===== src/rtl/rx_pkt_store.sv =====
// Receive-side frame bookkeeping: counts bytes written into an external FIFO while carrier
// is present, then tracks the frame as it is read out, dropping runts and oversized frames.
// Optional frame statistics are built only when RX_STORE_STATS_EN is defined.
module rx_pkt_store #(
  parameter int unsigned CNT_W     = 8,
  parameter int unsigned MAX_LEN   = 255,
  parameter int unsigned MIN_LEN   = 1,
  parameter int unsigned CTRL_TAIL = 1
) (
  input  logic             clk,
  input  logic             reset,
  input  logic             write,
  input  logic             cardet,
  input  logic [7:0]       pkt_type,
  input  logic             read,
  input  logic             RRDY,
  input  logic             fifo_empty,
  output logic             done_reading,
  output logic             flush,
  output logic [CNT_W-1:0] byte_count,
  output logic             overflow,
  output logic [15:0]      pkt_count,
  output logic [15:0]      drop_count
);

  localparam logic [CNT_W-1:0] MaxLen   = CNT_W'(MAX_LEN);
  localparam logic [CNT_W-1:0] MinLen   = CNT_W'(MIN_LEN);
  localparam logic [CNT_W-1:0] CtrlTail = CNT_W'(CTRL_TAIL);
  localparam logic [CNT_W-1:0] One      = CNT_W'(1);
  localparam logic [7:0]       TypeData = 8'h30;  // ASCII "0"

  typedef enum logic [2:0] {StIdle, StWriting, StReading, StDrop, StDone} state_e;

  state_e           state_q;
  logic [CNT_W-1:0] count_q;
  logic             overflow_q;
  logic             complete;

  // Frame fully consumed: FIFO ran dry, or a control frame reached its tail count.
  assign complete = (state_q == StReading) &&
                    (fifo_empty || ((pkt_type != TypeData) && (count_q <= CtrlTail)));

  assign done_reading = complete || (state_q == StDone);
  assign flush        = (state_q == StDrop);
  assign byte_count   = count_q;
  assign overflow     = overflow_q;

  // Frame FSM together with its byte counter and sticky overflow flag.
  always_ff @(posedge clk) begin
    if (reset) begin
      state_q    <= StIdle;
      count_q    <= '0;
      overflow_q <= 1'b0;
    end else begin
      unique case (state_q)
        StIdle: begin
          count_q    <= '0;
          overflow_q <= 1'b0;
          if (cardet) state_q <= StWriting;
        end
        StWriting: begin
          if (!cardet) begin
            // Empty frames vanish silently; bad frames must be flushed from the FIFO.
            if (count_q == '0)                            state_q <= StIdle;
            else if (overflow_q || (count_q < MinLen))    state_q <= StDrop;
            else                                          state_q <= StReading;
          end else if (write) begin
            if (count_q == MaxLen) overflow_q <= 1'b1;
            else                   count_q    <= count_q + One;
          end
        end
        StReading: begin
          // Decrement still applies on the completing cycle.
          if (read && (count_q != '0)) count_q <= count_q - One;
          if (complete) state_q <= StDone;
        end
        StDrop: state_q <= StIdle;
        StDone: if (!RRDY) state_q <= StIdle;
        default: state_q <= StIdle;
      endcase
    end
  end

`ifdef RX_STORE_STATS_EN
  logic [15:0] pkt_count_q;
  logic [15:0] drop_count_q;

  // Wrapping delivered/dropped frame counters.
  always_ff @(posedge clk) begin
    if (reset) begin
      pkt_count_q  <= '0;
      drop_count_q <= '0;
    end else begin
      if (complete)           pkt_count_q  <= pkt_count_q + 16'd1;
      if (state_q == StDrop)  drop_count_q <= drop_count_q + 16'd1;
    end
  end

  assign pkt_count  = pkt_count_q;
  assign drop_count = drop_count_q;
`else
  assign pkt_count  = '0;
  assign drop_count = '0;
`endif

endmodule


===== config.mk =====
export PLATFORM = sky130hd
export DESIGN_NAME = rx_pkt_store
export DESIGN_NICKNAME = d
export VERILOG_FILES = /design/src/rtl/rx_pkt_store.sv
export SDC_FILE = /design/constraint.sdc
export NUM_CORES = 1
export LEC_CHECK = 0
export BUFFER_PORTS_ARGS = -buffer_cell sky130_fd_sc_hd__buf_2
export CORE_ASPECT_RATIO = 1.75
export CORE_MARGIN = 10
export CORE_UTILIZATION = 40
export CTS_CLUSTER_DIAMETER = 100
export DETAILED_ROUTE_END_ITERATION = 10
export GPL_TIMING_DRIVEN = 0
export PLACE_DENSITY = 0.7
export SYNTH_ARGS = -nofsm -noshare
export SYNTH_HDL_FRONTEND = slang
export SYNTH_SLANG_ARGS = --single-unit
export TNS_END_PERCENT = 30

===== constraint.sdc =====
create_clock -name clk -period 3.1 [get_ports clk]
set_input_delay 0.465 -clock clk [delete_from_list [all_inputs] [get_ports clk]]
set_output_delay 0.465 -clock clk [all_outputs]
set_load 0.03 [all_outputs]

# Word level (Yosys, flattened, before mapping)
# Index checks and enable logic that the tools add are counted.
[word_totals]
register_bits = 12
in_bits = 15
wordCells = 52
[classes]
addsub = 2
magnitude_cmp = 2
reduce_logical = 14
n_eq_ne = 15
mux = 16
[ops]
columns = ["operator", "n"]
rows = [
  ["8-bit two-way mux", 4],
  ["8-bit case mux with 3 select lines", 1],
  ["2-bit != test (second input constant)", 8],
  ["3-bit two-way mux", 4],
  ["3-bit case mux with 4 select lines", 1],
  ["8-bit by 1-bit adder with 8-bit output (second input constant)", 1],
  ["8-bit equality test (second input constant)", 1],
  ["8-bit by 1-bit less-or-equal comparator with 1-bit output (second input constant)", 1],
  ["8-bit logical NOT", 1],
  ["8-bit by 1-bit < comparator with 1-bit output (second input constant)", 1],
  ["8-bit by 6-bit != test with 1-bit output (second input constant)", 1],
  ["4-bit AND reduction", 2],
  ["8-bit nonzero test", 1],
  ["8-bit by 1-bit subtractor with 8-bit output (second input constant)", 1],
  ["3-bit by 2-bit equality test with 1-bit output (second input constant)", 2],
  ["5-bit AND reduction", 1],
  ["1-bit two-way mux", 4],
  ["3-bit by 1-bit equality test with 1-bit output (second input constant)", 1],
  ["3-bit equality test (second input constant)", 1],
  ["1-bit logical AND", 3],
  ["3-bit logical NOT", 1],
  ["1-bit logical OR", 3],
  ["3-bit nonzero test", 1],
  ["2-bit two-way mux", 1],
  ["other kinds (3)", 3],
]

# Longest topological paths before layout
[depth]
ltp_word = 6
ltp_mapped = 7
mapped_depth_nobuf = 7

# Worst setup path before layout
# Ideal clock, no wire load.
[synth_timing]
path_kind = "reg-to-output"
start = "register count_q[0] (netlist: byte_count[0])"
end = "output done_reading"
path_buffers = 0
arrival_ps = 1907
path_slack_ps = 728
path_stages_with_launch = 7
path_cell_list = "dfxtp_1 ha_1 nor2_1 nor3_1 a31oi_1 or3_1 a21oi_1"
[synth_between]
elab_chain_cells = 5
[synth_lines]
columns = ["element", "line", "source"]
rows = [
  ["from (decl)", "35", "logic [CNT_W-1:0] count_q;"],
  ["from (signal assigned)", "69", "else count_q <= count_q + One;"],
  ["from (signal assigned)", "74", "if (read && (count_q != '0)) count_q <= count_q - One;"],
  ["8-bit by 1-bit less-or-equal comparator with 1-bit output", "41", "(fifo_empty || ((pkt_type != TypeData) && (count_q <= CtrlTail)));"],
  ["1-bit logical AND", "41", ""],
  ["1-bit logical OR", "41", ""],
  ["1-bit logical AND", "40", "assign complete = (state_q == StReading) &&"],
  ["1-bit logical OR", "43", "assign done_reading = complete || (state_q == StDone);"],
  ["to (decl)", "18", "output logic done_reading,"],
]
# No other way between the ends.

# Worst setup path in the final report
[layout_timing]
start = "register count_q[1] (netlist: byte_count[1])"
end = "output done_reading"
# Same word-level chain as after synthesis.

==> results.ini <==
[die]
core_um2=3110
dieArea_um2=5940
fp-row-count=27
start_util=0.411
io_pins=58
die_w_um=62.7
fp.dieH_um=94.7

[layout]
final.fill_count=343
drive_gt1_frac=0.375
insertedDiodeCount=0
num-nets-final=236
synthToLayoutAreaGrowth_pct=26.4
finalNonFillerCells=259
final_util=0.519

[sta]
clock_skew_ps=3.11
finalSetupViolCount=0
finalCritPeriodShare=0.826
worst_slack_ps=540
fmax_mhz=391
finalCriticalPeriod_ps=2560
hold_viol=0
fin_hold_ws_ps=458
finalMaxSlewViolations=0
rsz0062_at_grt=false
fin_tns_setup_ps=0

[hold_path]
min_path_cells=2
hold_path.class=in2reg
min_to=byte_count[6]
worstHoldStart=reset

[route]
route.detailed.drc=0
dr.pass1.iters=5
finalWirelength_mm=3.39
vias=1265
wl_per_cell_um=13.1
drt_iter0_drc=37
avgViaCountPerCell=4.88
antenna_left=0

[place]
dp.cells=256
gp_routability_congestion=0.871
hpwl_mm=2.76
dpl_worst_slack_ps=800
port_buffers=25

[run_status]
status=finished, final reports clean

[critical_path]
cp_top_family=simple AND/OR/NAND/NOR gates
r2r_start=byte_count[0]
endpoint_kind=output pin
cp_cell_sequence=inv_1 > ha_1 > nor2_1 > nor3_1 > a31oi_1 > or3_1 > a21oi_1 > buf_2
crit_type=reg2out
worstPathArrival_ps=2090
r2r_cells=7
start_kind=flop
ff2ff_setup_slack_ps=1120
cp_num_buf_inv=2
cp_slowest_cell=dfxtp_1
max_stage_delay_ps=390
crit_fanout=8
reg2reg_to=byte_count[7]
worstPathRequired_ps=2630

[power_and_ir_drop]
irDropWorstVdd_v=0.000188
p_per_area_nw_per_um2=325
p_leak_nw=0.806

[logic_synthesis]
synth_top_area_frac=0.188
async_flop_share=0
synth_cell_type_count=48
synthTopCellsByArea=dfxtp_1, buf_4, nor2_1
yosysMostFrequentCell=buf_4
synth_area_um2=1280
syn_avg_cell_area_um2=8.13
synthCells=157
yosysWarnings=0
ys_seq_elements=12
synth_top_flop_cell=dfxtp_1
synth_edf_count=0
yosysSeqAreaShare=0.188
synth_area_leader_cell=dfxtp_1
netlist_top_cells_count=buf_4, nor2_1, dfxtp_1

[clock_tree]
htree_levels=1
clock_latency_ps=250
cts.sinks=12
clk_pin_slew_ps=60
cts_root_buffer=clkbuf_8
ctsResizeCount=0
cts_tree=built
postCtsHoldBufs=0
numCtsBuffers=3
cts_setup_buffers=0
clockBufferDepth=2

[grt]
grt.total_usage=0.109
grt_max_degree=11
grt_pass1_vias=1252
antenna_found_initial=0
grt_pass1_wl_mm=5.45
grt_overflow=0

[flow_run]
maxCapViolCount=0

report_power, final:
part | internal [mW] | total (mW) | leakage [nW] | switching [mW]
Combinational | 0.0790 | 0.207 | 0.687 | 0.128
Sequential | 0.160 | 0.168 | 0.0974 | 0.00836
Clock | 0.0860 | 0.148 | 0.0216 | 0.0620
cells by family (layout without fill, tap and decap cells):
kind of cell	count (synthesis)	in the layout	share of synthesized area
fa+ha+maj	3	3	0.0294
buf+inv	44	72	0.260
other cells	1	32	0.00294
xor+xnor	2	2	0.0137
flops	12	12	0.188
simple gates	56	56	0.276
compound gates	39	39	0.229
per-layer routing:
layer | vias up | wire [µm] | track usage | part of all wire
met5 | - | 0 | 0 | 0
met3 | 11 | 319 | 0.0379 | 0.094
met4 | 0 | 104 | 0.0730 | 0.031
li1 | 628 | - | - | -
met2 | 62 | 1640 | 0.193 | 0.48
met1 | 564 | 1330 | 0.106 | 0.39
metrics by stage:
step | cell area, µm² | power (mW)
finish | 1610 | 0.524
global route | 1610 | 0.547
CTS | 1610 | 0.522
detailed placement | 1570 | 0.376
global placement | 1570 | 0.375
floorplan | 1390 | 0.342
cell type report:
cell class	instances	area (µm²)	share of cell area
buffer	41	320	0.199
clock buffer	3	41.3	0.0256
inverter	3	11.3	0.00698
multi-input combinational	132	821	0.509
sequential	12	240	0.149
tap	43	53.8	0.0334
timing repair buffer	25	125	0.0776
worst max path at each step:
stage / from / endpoint / depth (start not counted)
finish: byte_count[1] / done_reading / 8
global route: byte_count[1] / done_reading / 8
CTS: byte_count[0] / done_reading / 8
detailed placement: byte_count[0] / done_reading / 8
global placement: byte_count[1] / done_reading / 8
floorplan: byte_count[0] / done_reading / 6
cells in the final DEF, fill, tap and decap left out, types with 3 or more instances in the layout:
cell	n
inv_1	3
conb_1	32
buf_4	32
a31oi_1	3
dfxtp_1	12
a211oi_1	3
o21ai_0	4
o21ai_1	3
buf_2	28
nand3_1	5
clkbuf_8	5
nor3_1	6
buf_6	3
ha_1	3
nor2_1	14
a21oi_1	6
nand2_1	9
sequential cells by signal (all words and copies together) (netlist names):
| name | flops |
|---|---|
| overflow | 1 |
| byte_count | 8 |
| state_q | 3 |
Power figures use the tool's default switching activity.
